[src/rtl/simd_host_link.sv]
// Host-side initiator for the 4-lane serial SIMD core: shifts operand pairs out
// MSB-first, strobes send, then collects four bit-serial result streams.
module simd_host_link #(
  parameter int BW  = 32,
  parameter int LAT = 1
) (
  input  logic            clk,
  input  logic            rst,
  input  logic            start,
  input  logic [4*BW-1:0] a_vec,
  input  logic [4*BW-1:0] b_vec,
  input  logic [3:0]      mode_in,
  input  logic            dtype_in,
  output logic            busy,
  output logic            done,
  output logic [4*BW-1:0] result_vec,
  output logic            load,
  output logic [3:0]      mode,
  output logic            dtype,
  output logic [7:0]      data_out,
  output logic            send,
  input  logic [3:0]      data_in
);

  localparam int CW = $clog2(BW) + 1;

  typedef enum logic [2:0] {IDLE, LOAD, SEND, WAIT, RECV, DONE} state_t;

  state_t            state;
  logic [CW-1:0]     bcnt;
  logic [3:0]        lat_cnt;
  logic [4*BW-1:0]   a_sr;
  logic [4*BW-1:0]   b_sr;
  logic [4*BW-1:0]   r_sr;

  // Per-lane left shift, each lane's LSB filled from the matching bit of f.
  function automatic logic [4*BW-1:0] shl(input logic [4*BW-1:0] v, input logic [3:0] f);
    logic [4*BW-1:0] r;
    for (int unsigned k = 0; k < 4; k++)
      r[k*BW +: BW] = {v[k*BW +: BW-1], f[k]};
    return r;
  endfunction

  function automatic logic [3:0] msb4(input logic [4*BW-1:0] v);
    logic [3:0] r;
    for (int unsigned k = 0; k < 4; k++)
      r[k] = v[k*BW + BW - 1];
    return r;
  endfunction

  // A lane k on even pin 2k, B lane k on odd pin 2k+1.
  function automatic logic [7:0] pins(input logic [3:0] a4, input logic [3:0] b4);
    logic [7:0] r;
    for (int unsigned k = 0; k < 4; k++) begin
      r[2*k]   = a4[k];
      r[2*k+1] = b4[k];
    end
    return r;
  endfunction

  always_ff @(posedge clk or posedge rst) begin
    if (rst) begin
      state      <= IDLE;
      bcnt       <= '0;
      lat_cnt    <= '0;
      a_sr       <= '0;
      b_sr       <= '0;
      r_sr       <= '0;
      busy       <= 1'b0;
      done       <= 1'b0;
      result_vec <= '0;
      load       <= 1'b0;
      mode       <= '0;
      dtype      <= 1'b0;
      data_out   <= '0;
      send       <= 1'b0;
    end else begin
      case (state)
        IDLE: begin
          if (start) begin
            // First MSBs go straight out on the accepting edge; the shift
            // registers keep the remaining bits already advanced by one.
            a_sr     <= shl(a_vec, '0);
            b_sr     <= shl(b_vec, '0);
            data_out <= pins(msb4(a_vec), msb4(b_vec));
            mode     <= mode_in;
            dtype    <= dtype_in;
            load     <= 1'b1;
            busy     <= 1'b1;
            bcnt     <= '0;
            state    <= LOAD;
          end
        end
        LOAD: begin
          if (bcnt == CW'(BW - 1)) begin
            load     <= 1'b0;
            data_out <= '0;
            send     <= 1'b1;
            bcnt     <= '0;
            state    <= SEND;
          end else begin
            data_out <= pins(msb4(a_sr), msb4(b_sr));
            a_sr     <= shl(a_sr, '0);
            b_sr     <= shl(b_sr, '0);
            bcnt     <= bcnt + CW'(1);
          end
        end
        SEND: begin
          send    <= 1'b0;
          lat_cnt <= '0;
          bcnt    <= '0;
          state   <= (LAT == 0) ? RECV : WAIT;
        end
        WAIT: begin
          if (lat_cnt == 4'(LAT - 1)) begin
            bcnt  <= '0;
            state <= RECV;
          end else begin
            lat_cnt <= lat_cnt + 4'd1;
          end
        end
        RECV: begin
          r_sr <= shl(r_sr, data_in);
          if (bcnt == CW'(BW - 1)) begin
            result_vec <= shl(r_sr, data_in);
            done       <= 1'b1;
            bcnt       <= '0;
            state      <= DONE;
          end else begin
            bcnt <= bcnt + CW'(1);
          end
        end
        DONE: begin
          done  <= 1'b0;
          busy  <= 1'b0;
          state <= IDLE;
        end
        default: state <= IDLE;
      endcase
    end
  end

endmodule

[config.mk]
export PLATFORM = sky130hd
export DESIGN_NAME = simd_host_link
export DESIGN_NICKNAME = d
export VERILOG_FILES = /design/src/rtl/simd_host_link.sv
export SDC_FILE = /design/constraint.sdc
export NUM_CORES = 1
export LEC_CHECK = 0
export BUFFER_PORTS_ARGS = -buffer_cell sky130_fd_sc_hd__buf_2
export CORE_MARGIN = 8
export CORE_UTILIZATION = 51
export DETAILED_ROUTE_END_ITERATION = 8
export PLACE_DENSITY = 0.82
export RECOVER_POWER = 50
export SETUP_SLACK_MARGIN = 0.2
export SYNTH_ARGS = -nofsm -noshare
export SYNTH_HDL_FRONTEND = slang
export SYNTH_SLANG_ARGS = --single-unit
[constraint.sdc]
create_clock -name clk -period 15.9 [get_ports clk]
set_input_delay 0.795 -clock clk [delete_from_list [all_inputs] [get_ports clk]]
set_output_delay 0.795 -clock clk [all_outputs]
set_load 0.005 [all_outputs]
==> results.py <==
metrics = {
    "logic_synthesis": {
        "synth.area.top_cells": "dfrtp_1 (57%), mux2_2 (13%), nand2_1 (12%), mux2_4 (6.4%), mux2_1 (5.8%)",
        "syn-num-nets": 2249,
        "synth-seq-cells": 530,
        "synth_xor_area_share_pct": 0.0752,
        "synthCells": 1978,
        "yosysTopAreaCell": "dfrtp_1",
        "postSynth.asyncResetShare_pct": 100,
        "synthAdderAreaFrac_pct": 0.161,
        "synth_seq_area_share_pct": 56.9,
        "syn-cell-area_sq_um": 23300,
        "synthSimpleGateAreaFrac_pct": 12.8,
        "synth_top_family_by_area": "multiplexers",
        "synth_compound_area_share_pct": 1.36,
        "synth_area_per_cell_sq_um": 11.8,
        "synth_ff_type": "dfrtp_1",
        "ys_warn_count": 0,
        "ys_types": 47,
        "synth-edff-count": 0,
        "netlist_top_cells_count": "nand2_1 (731), dfrtp_1 (530), mux2_2 (277)",
        "yosysTopAreaCellShare_pct": 56.9,
        "muxShareOfSynthArea_pct": 26.0,
        "synth.most_common_cell": "nand2_1",
    },
    "clocking": {
        "ctsHoldBuffers": 0,
        "post_cts_resized": 0,
        "clk_path_buf_depth": 3,
        "clk_pin_slew_ns": 0.06,
        "cts_max_level": 2,
        "cts_setup_buffers": 0,
        "cts_buffers": 53,
        "clkLatencyLatePin_ns": 0.59,
        "cts_root_buffer": "clkbuf_16",
        "clkSinkCount": 530,
        "cts_tree": "done",
    },
    "sta": {
        "final_max_slew_viol_count": 393,
        "max_slew.worst_pin.slew_ns": 5.36,
        "relSlewSlack_pct": -259,
        "setup_tns_ns": 0,
        "final_hold_viol_count": 0,
        "clock_skew_ns": 0.0148,
        "timing.fmax_ghz": 0.135,
        "hold_ws_ns": 0.435,
        "period_share_pct": 46.5,
        "min_period_ns": 7.39,
        "setup_viol": 0,
        "grt_setup_unrepaired": "false",
    },
    "floorplan": {
        "die_w_um": 230,
        "num_rows": 78,
        "die_h_um": 230,
        "start_util_pct": 51.4,
        "die_area_sq_um": 52800,
        "core_sq_um": 45300,
        "pin_count": 413,
    },
    "routing": {
        "viasPerCell": 5.21,
        "drt_iter0_markers": 1171,
        "drt_pass1_iterations": 5,
        "postRouteAntennaNets": 0,
        "wl_per_cell_um": 18.1,
        "wirelength_um": 54000,
        "drc": 0,
        "num_vias": 15600,
    },
    "power_and_ir_drop": {
        "comb_power_share_pct": 28.9,
        "p_int_mw": 3.05,
        "sw_frac_of_total_pct": 29.9,
        "clock_power_share_pct": 30.2,
        "leakage_nw": 14.9,
        "peakVddDrop_mv": 0.109,
        "pwr-share-seq_pct": 40.9,
        "power_switching_mw": 1.30,
        "p_per_area_nw_per_um2": 159,
        "finalPower_mw": 4.36,
    },
    "global_route": {
        "grt_pass1_wl_um": 87000,
        "grt_max_degree": 193,
        "grt_overflow": 0,
        "grt_pass1_vias": 16600,
        "grt_usage_pct": 20.0,
        "antenna_found_initial": 2,
    },
    "worst_setup_path": {
        "cp_cell_sequence": "buf_2 -> clkinvlp_2 -> clkbuf_1 -> buf_4",
        "start_kind": "input pin",
        "cp.arrival_ns": 8.00,
        "crit_slowest_cell": "clkinvlp_2",
        "critPathMaxFanout": 121,
        "critPathCaptureType": "async pin",
        "worstPathRequired_ns": 16.51,
        "max_stage_delay_ns": 2.98,
        "critical_path_class": "input pin to async pin",
    },
    "placed_design": {
        "io_buffers": 412,
        "hpwl_um": 36800,
        "place_congestion": 0.906,
    },
    "cells_and_area": {
        "nFillCells": 3573,
        "syn_to_final_growth_pct": 17.5,
        "drive_gt1_share_pct": 32.7,
        "fin_nets": 2616,
    },
    "run_status": {
        "violations": "capacitance limit, slew limit",
        "status": "finished with violations",
    },
    "run": {
        "cap_violations": 6,
    },
    "min_path": {
        "hold_path_class": "input pin to flip-flop",
    },
}
==> metrics by stage <==
step	cell area [sq um]	setup WS [ns]	utilization, %	instances
6_report	27400	8.51	60.4	2989
5_1_grt	27400	6.92	60.4	2988
4_1_cts	27600	11.38	60.8	2988
3_5_place_dp	25700	11.41	56.7	2890
3_3_place_gp	25700	11.45	56.7	2890
2_1_floorplan	23300	0.295	-	1978
==> cell families (layout without fill, tap and decap cells) <==
| logic type | Yosys count | count (layout) |
|---|---|---|
| and+or+nand+nor | 768 | 768 |
| DFF | 530 | 530 |
| muxes | 505 | 505 |
| buffers and inverters | 122 | 532 |
| AOI/OAI and AO/OA | 48 | 48 |
| adders and majority gates | 3 | 3 |
| xor gates and xnor gates | 2 | 2 |
| other | 0 | 1 |
==> layout make-up <==
cell class | count | area, sq um | area share, %
flip-flops and latches | 530 | 13300 | 48.5
multi-input cells | 1326 | 9420 | 34.4
repair buffers | 429 | 2050 | 7.48
clock buffers | 79 | 1610 | 5.87
well taps | 600 | 751 | 2.74
clock inverters | 19 | 262 | 0.956
inverters | 5 | 20.0 | 0.0732
diodes | 1 | 2.50 | 0.00914
==> state kept, by name, summed over array words and instances (netlist names) <==
name,cells
load,1
mode,4
done,1
lat_cnt,4
a_sr,124
result_vec,128
busy,1
bcnt,6
dtype,1
data_out,8
state,3
b_sr,124
r_sr,124
send,1
==> routing by layer <==
metal | up-vias | track usage, % | share of wire, %
li1 | 7272 | - | -
met1 | 7760 | 26.1 | 43
met2 | 443 | 32.4 | 48
met3 | 97 | 4.74 | 6.4
met4 | 2 | 6.91 | 2.7
met5 | - | 0 | 0.024
==> power by group through the flow <==
stage               Clock, mW  Combinational (mW)  Sequential (mW)
floorplan                   0                1.05             1.75
CTS                      1.35                1.27             1.78
detailed placement          0                1.27             1.79
global route             1.40                1.40             1.81
finish                   1.32                1.26             1.78
global placement            0                1.21             1.78
==> worst paths after layout <==
| check | startpoint | to | slack [ns] | cells past startpoint |
|---|---|---|---|---|
| hold reg to reg | b_sr[118] | b_sr[118] | 0.48 | 1 |
| setup / recovery | rst | a_sr[95] | 8.51 | 4 |
| max in group clk | state[2] | result_vec[43] | 9.80 | 5 |
| hold / removal | a_vec[32] | a_sr[33] | 0.43 | 2 |
| min in group asynchronous | rst | b_sr[16] | 1.87 | 2 |
| setup reg to reg | state[2] | result_vec[43] | 9.80 | 5 |
==> placed cells by master, fill, tap and decap left out, types with 3 or more instances in the layout <==
cell type | netlist | routed
buf_2 | 29 | 297
a21oi_1 | 9 | 9
clkinv_2 | 0 | 8
buf_4 | 12 | 13
ha_1 | 3 | 3
nor2_1 | 6 | 5
bufinv_16 | 0 | 6
or3b_1 | 2 | 3
clkbuf_8 | 0 | 14
mux2_2 | 277 | 275
o21ai_0 | 16 | 18
a22o_1 | 8 | 8
mux2_1 | 120 | 122
mux2i_1 | 8 | 8
clkbuf_1 | 62 | 126
clkbuf_16 | 0 | 55
inv_1 | 5 | 4
nand2_1 | 731 | 731
nand3_1 | 12 | 12
dfrtp_1 | 530 | 530
mux2_4 | 100 | 100
==> critical path: cells and delay by family <==
| kind | cells | cell delay [ns] |
|---|---|---|
| buffers and inverters | 4 | 7.03 |
Power figures use the tool's default switching activity.
